**src/rtl/if_pkg.sv**
```systemverilog
// Shared types and constants for the instruction-fetch stage.
// Latency: n/a (declarations only).
// Backpressure: n/a.
package if_pkg;
    typedef enum logic [1:0] {
        IDLE  = 2'd0,
        REQ   = 2'd1,
        HOLD  = 2'd2,
        DRAIN = 2'd3
    } fetch_state_t;

    localparam logic [31:0] NOP_INSTR    = 32'h0000_0013;
    localparam logic [31:0] DEF_RESET_PC = 32'h0000_0000;
endpackage

```
**src/rtl/if_skid_buf.sv**
```systemverilog
// One-entry pc/instr holding register that parks a returned word while decode stalls.
// Latency: 1 cycle from load to vld.
// Backpressure: flush wins over load, which wins over unload.
module if_skid_buf
    import if_pkg::*;
#(
    parameter int XLEN = 32
) (
    input  logic            clk,
    input  logic            rst_n,
    input  logic            load,
    input  logic            unload,
    input  logic            flush,
    input  logic [XLEN-1:0] in_pc,
    input  logic [XLEN-1:0] in_instr,
    output logic            vld,
    output logic [XLEN-1:0] pc,
    output logic [XLEN-1:0] instr
);
    always_ff @(posedge clk or negedge rst_n) begin
        if (!rst_n) begin
            vld   <= 1'b0;
            pc    <= '0;
            instr <= XLEN'(NOP_INSTR);
        end else if (flush) begin
            vld   <= 1'b0;
        end else if (load) begin
            vld   <= 1'b1;
            pc    <= in_pc;
            instr <= in_instr;
        end else if (unload) begin
            vld   <= 1'b0;
        end
    end
endmodule

```
**src/rtl/if_fetch_ctrl.sv**
```systemverilog
// IF-stage fetch controller: PC register, imem req/ack sequencing, skid-buffered output to decode.
// Latency: instruction presented the edge after ack; 1 instr/cycle with same-cycle ack.
// Backpressure: stall parks one word in the skid and drops imem_req (HOLD). IFC_MISALIGN_CHK_EN rejects misaligned redirects.
module if_fetch_ctrl
    import if_pkg::*;
#(
    parameter int              XLEN     = 32,
    parameter logic [XLEN-1:0] RESET_PC = XLEN'(DEF_RESET_PC)
) (
    input  logic            clk,
    input  logic            rst_n,
    output logic            pc_sel,
    output logic [XLEN-1:0] pc_plus4,
    input  logic [XLEN-1:0] next_pc_in,
    input  logic            redirect_valid,
    input  logic [XLEN-1:0] redirect_pc,
    input  logic            stall,
    output logic            imem_req,
    output logic [XLEN-1:0] imem_addr,
    input  logic            imem_ack,
    input  logic [XLEN-1:0] imem_rdata,
    output logic            if_valid,
    output logic [XLEN-1:0] if_pc,
    output logic [XLEN-1:0] if_instr,
    output logic            misalign_err
);
    fetch_state_t    state, state_nx;
    logic [XLEN-1:0] pc, pc_nx, req_addr, req_addr_nx, redir_tgt;
    logic            redir_ok, redir_bad;
    logic            out_load, skid_load, skid_unload, flush;
    logic            skid_vld;
    logic [XLEN-1:0] skid_pc, skid_instr;

`ifdef IFC_MISALIGN_CHK_EN
    assign redir_bad = redirect_valid && (redirect_pc[1:0] != 2'b00);
    always_ff @(posedge clk or negedge rst_n) begin
        if (!rst_n) misalign_err <= 1'b0;
        else        misalign_err <= redir_bad;
    end
`else
    logic unused_redirect_pc;
    assign unused_redirect_pc = ^redirect_pc;
    assign redir_bad    = 1'b0;
    assign misalign_err = 1'b0;
`endif

    assign redir_ok  = redirect_valid && !redir_bad;
    assign pc_sel    = redir_ok;
    assign pc_plus4  = pc + XLEN'(4);
    assign imem_addr = req_addr;
    assign imem_req  = (state == REQ) || (state == DRAIN);
    // A rejected redirect still flushes but refetches from the unchanged pc.
    assign redir_tgt = redir_ok ? next_pc_in : pc;

    always_comb begin
        state_nx    = state;
        pc_nx       = pc;
        req_addr_nx = req_addr;
        out_load    = 1'b0;
        skid_load   = 1'b0;
        skid_unload = 1'b0;
        flush       = 1'b0;
        if (redirect_valid) begin
            flush = 1'b1;
            pc_nx = redir_tgt;
            case (state)
                REQ: begin
                    if (imem_ack) req_addr_nx = redir_tgt;
                    else          state_nx    = DRAIN;
                end
                DRAIN: begin
                    if (imem_ack) begin
                        req_addr_nx = redir_tgt;
                        state_nx    = REQ;
                    end
                end
                default: begin
                    req_addr_nx = redir_tgt;
                    state_nx    = REQ;
                end
            endcase
        end else begin
            case (state)
                IDLE: begin
                    req_addr_nx = pc;
                    state_nx    = REQ;
                end
                REQ: begin
                    if (imem_ack) begin
                        pc_nx       = next_pc_in;
                        req_addr_nx = next_pc_in;
                        if (!if_valid || !stall) begin
                            out_load = 1'b1;
                        end else begin
                            skid_load = 1'b1;
                            state_nx  = HOLD;
                        end
                    end
                end
                HOLD: begin
                    if (!stall) begin
                        skid_unload = 1'b1;
                        state_nx    = REQ;
                    end
                end
                default: begin
                    if (imem_ack) begin
                        req_addr_nx = pc;
                        state_nx    = REQ;
                    end
                end
            endcase
        end
    end

    always_ff @(posedge clk or negedge rst_n) begin
        if (!rst_n) begin
            state    <= IDLE;
            pc       <= RESET_PC;
            req_addr <= RESET_PC;
        end else begin
            state    <= state_nx;
            pc       <= pc_nx;
            req_addr <= req_addr_nx;
        end
    end

    always_ff @(posedge clk or negedge rst_n) begin
        if (!rst_n) begin
            if_valid <= 1'b0;
            if_pc    <= '0;
            if_instr <= XLEN'(NOP_INSTR);
        end else if (flush) begin
            if_valid <= 1'b0;
        end else if (out_load) begin
            if_valid <= 1'b1;
            if_pc    <= req_addr;
            if_instr <= imem_rdata;
        end else if (skid_unload) begin
            if_valid <= 1'b1;
            if_pc    <= skid_pc;
            if_instr <= skid_instr;
        end else if (if_valid && !stall) begin
            if_valid <= 1'b0;
        end
    end

    if_skid_buf #(.XLEN(XLEN)) u_skid (
        .clk      (clk),
        .rst_n    (rst_n),
        .load     (skid_load),
        .unload   (skid_unload),
        .flush    (flush),
        .in_pc    (req_addr),
        .in_instr (imem_rdata),
        .vld      (skid_vld),
        .pc       (skid_pc),
        .instr    (skid_instr)
    );

    logic unused_skid_vld;
    assign unused_skid_vld = skid_vld;
endmodule

```
**config.mk**
```make
export PLATFORM = sky130hd
export DESIGN_NAME = if_fetch_ctrl
export DESIGN_NICKNAME = d
export VERILOG_FILES = /design/src/rtl/if_pkg.sv /design/src/rtl/if_skid_buf.sv /design/src/rtl/if_fetch_ctrl.sv
export SDC_FILE = /design/constraint.sdc
export NUM_CORES = 1
export LEC_CHECK = 0
export CORE_MARGIN = 2
export CORE_UTILIZATION = 45
export CTS_CLUSTER_DIAMETER = 40
export DETAILED_ROUTE_END_ITERATION = 16
export GPL_TIMING_DRIVEN = 1
export PLACE_DENSITY = 0.77
export RECOVER_POWER = 25
export SLEW_MARGIN = 0
export SYNTH_ARGS = -nofsm -noshare
export SYNTH_HDL_FRONTEND = slang
export SYNTH_HIERARCHICAL = 1
export SYNTH_SLANG_ARGS = --single-unit
```
**constraint.sdc**
```tcl
create_clock -name clk -period 2.1 [get_ports clk]
set_input_delay 0.42 -clock clk [delete_from_list [all_inputs] [get_ports clk]]
set_output_delay 0.42 -clock clk [all_outputs]
set_load 0.005 [all_outputs]
```
==> impl_results.rst <==
.. list-table::
   :header-rows: 1

   * - Metric
     - Value
   * - Status
     - finished with violations
   * - Violated checks
     - negative setup slack
   * - Core Region
     - ~20000 um^2
   * - Pwr per Cell Area
     - 890 nW/um^2
   * - Aggregate routed wire length
     - 23400 um
   * - Initial core utilization
     - a little under half
   * - RSZ-0062 raised after global routing
     - true
   * - Sequential cell area
     - about 4900 um^2
   * - Highest net fanout along the worst path
     - 4
   * - Setup slack after placement
     - -0.288 ns
   * - Warnings from Yosys
     - 6
   * - Peak VDD IR
     - 0.000473 V
   * - CTS Root Cell
     - clkbuf_16
   * - Fin Setup TNS
     - -8.64 ns
   * - Area taken by multi-input logic gates
     - approximately 4200 um^2
   * - Overall track demand over capacity in global routing
     - a little over a fifth
   * - Via count of the first global-routing pass
     - approximately 7000
   * - Post-route non-filler standard cell count
     - 1305
   * - Nets in the synthesized netlist
     - between 800 and 900
   * - Cell Rows
     - 52
   * - Diode count
     - 0
   * - Top library cells by usage in the layout, fill and taps aside
     - 189 x dfrtp_1, 168 x clkdlybuf4s50_1, 65 x mux2i_1, 65 x a21oi_1, 64 x nor2_1
   * - Family of cells with the greatest summed delay on the critical path
     - simple AND/OR/NAND/NOR gates
   * - Placer's final routability congestion estimate
     - between 0.7 and 0.8
   * - Count of buffer and inverter cells on the critical path
     - 3
   * - Die footprint
     - between 20000 and 25000 um^2
   * - Layout net count
     - ~1100
   * - WL/cell
     - roughly 18 um
   * - Required arrival time at the worst endpoint
     - approximately 1.7 ns
   * - Clock buffer count from CTS
     - 17
   * - Number of detailed-routing iterations run before antenna repair
     - 5
   * - Clock slew seen by the registers of the worst setup and hold paths
     - 0.07 ns
   * - Most common cell after layout, fill and taps aside
     - dfrtp_1
   * - Max Cap Viol
     - 0
   * - TritonCTS clock tree
     - built
   * - Final Power
     - between 10000 and 15000 uW
   * - Hpwl dp
     - about 15000 um
   * - Worst hold-check slack
     - 0.433 ns
   * - Width of the die
     - ~150 um
   * - Post-route DRC violation count
     - 0
   * - Sinks on Clock Net
     - just under 200
   * - Max Freq
     - ~390 MHz
   * - Final Hold Vio Count
     - 0
   * - Clock insertion delay at the later pin of the skew report
     - roughly 0.42 ns
   * - Total placed cells including tap cells
     - ~1200
   * - Fin crit share
     - 122%
   * - Ratio of routed vias to standard cells
     - ~5.3
   * - First-pass GRT wire length
     - about 37000 um
   * - Number of setup violations in the final report
     - 27
   * - Cells after Synth
     - about 780
   * - Max-slew violation count
     - 0
   * - Number of logic stages on the critical path including buffering
     - 8
   * - Maximum single-stage delay on the critical path
     - just over 0.4 ns
   * - WP data arrival
     - around 2.1 ns
   * - Fraction of final layout cells with drive strength greater than 1
     - 28.4%
   * - Top-level port count
     - around 230
   * - Critical path launch point type
     - flip-flop
   * - Worst setup skew after layout
     - between 0.008 and 0.009 ns
   * - Die outline height
     - 148 um
   * - Layout Area Growth over Synthesis
     - 37.8%
   * - Max clock buf depth
     - 2
   * - Relative slew slack
     - between 10% and 20%
   * - Static leakage power
     - roughly 0.0054 uW
   * - Level count of the clock H-tree
     - 4
   * - Fin crit period
     - 2.56 ns
   * - Maximum number of pins on one net before global-route repair
     - around 70
   * - GRT Residual Overflow
     - 0
   * - Drt initial violations
     - between 300 and 400
   * - Worst-case setup margin in the final layout
     - -0.458 ns
   * - Worst r2r path cells
     - 5
   * - Number of buffers inserted by port buffering
     - 199
   * - Post-synthesis area per instance
     - about 12 um^2
   * - Worst Setup End Kind
     - output pin
   * - Fillers
     - ~1600
   * - Hold path cells
     - 4
   * - Synth Cell Area
     - just over 9000 um^2
   * - Kind of path behind the tightest hold check
     - primary input to flip-flop
   * - Worst-path cell with the longest stage delay
     - dfrtp_1
   * - Critical path cell sequence
     - ha_4 > nand4_1 > nor4_4 > buf_6 > buf_6 > nand4_1 > xnor2_1 > buf_2
   * - DR vias
     - just under 7000
   * - Critical path type
     - flip-flop to output pin
   * - Initial antenna violation count
     - 0
   * - Worst-margin pin slew
     - 1.27 ns
   * - Antenna-violating nets left
     - 0
-- worst register-to-register path, delay by kind of cell (launching register included) --
| family | cells | cell delay (ns) |
|---|---|---|
| buf+inv | 1 | 0.28 |
| flops | 1 | 0.47 |
| mux | 1 | 0.38 |
| simple gates | 3 | 0.60 |
-- repair_timing --
item,4_1_cts,5_1_grt
setup endpoints to repair,28,28
gates cloned,1,0
hold buffers,1,0
hold endpoints to repair,45,0
buffers inserted,20,6
pin swaps,39,31
gates resized for setup,150,25
-- stage by stage --
| step | utilization (%) | cell area (um^2) |
|---|---|---|
| finish | 63.3 | 12800 |
| detailed placement | 58.6 | 11800 |
| global placement | 58.6 | 11800 |
| floorplan | - | 9300 |
| CTS | 63.0 | 12700 |
| global route | 63.3 | 12800 |
-- layer usage --
layer  up-vias  GRT usage [%]  routed length (um)
li1       3238              -                   -
met3        19           5.09                1480
met2       219           33.7               10900
met4         0           5.63                 252
met1      3377           30.7               10700
met5         -              0                   0
-- power breakdown --
part,leakage (uW),internal [uW],switching (uW)
logic,0.00272,1750,1090
clock network,0.000323,2170,1450
registers,0.00236,4460,478
-- registers in the layout, summed over array words and instances, names as in the netlist --
name and count:
pc 32, imem_addr 32, if_pc 32, state 2
u_skid/pc 32, if_valid 1, if_instr 32, u_skid/instr 32
-- layout make-up --
cell class              count  share of cell area (%)
clock buffers              18                    3.43
inverters                   4                   0.117
repair buffers            289                    21.2
flip-flops and latches    195                    38.1
multi-input cells         515                    32.7
well taps                 270                    2.64
clock inverters            14                    1.74
-- path summary, 6_finish.rpt --
kind	startpoint	endpoint	slack [ns]
setup reg to reg	state[1]	u_skid/instr[20]	0.27
min in group asynchronous	rst_n	if_instr[24]	0.81
setup / recovery	pc[2]	pc_plus4[30]	-0.46
hold reg to reg	u_skid/pc[31]	u_skid/pc[31]	0.51
hold / removal	redirect_valid	state[0]	0.43
max in group asynchronous	rst_n	if_instr[4]	0.28
Power figures use the tool's default switching activity.
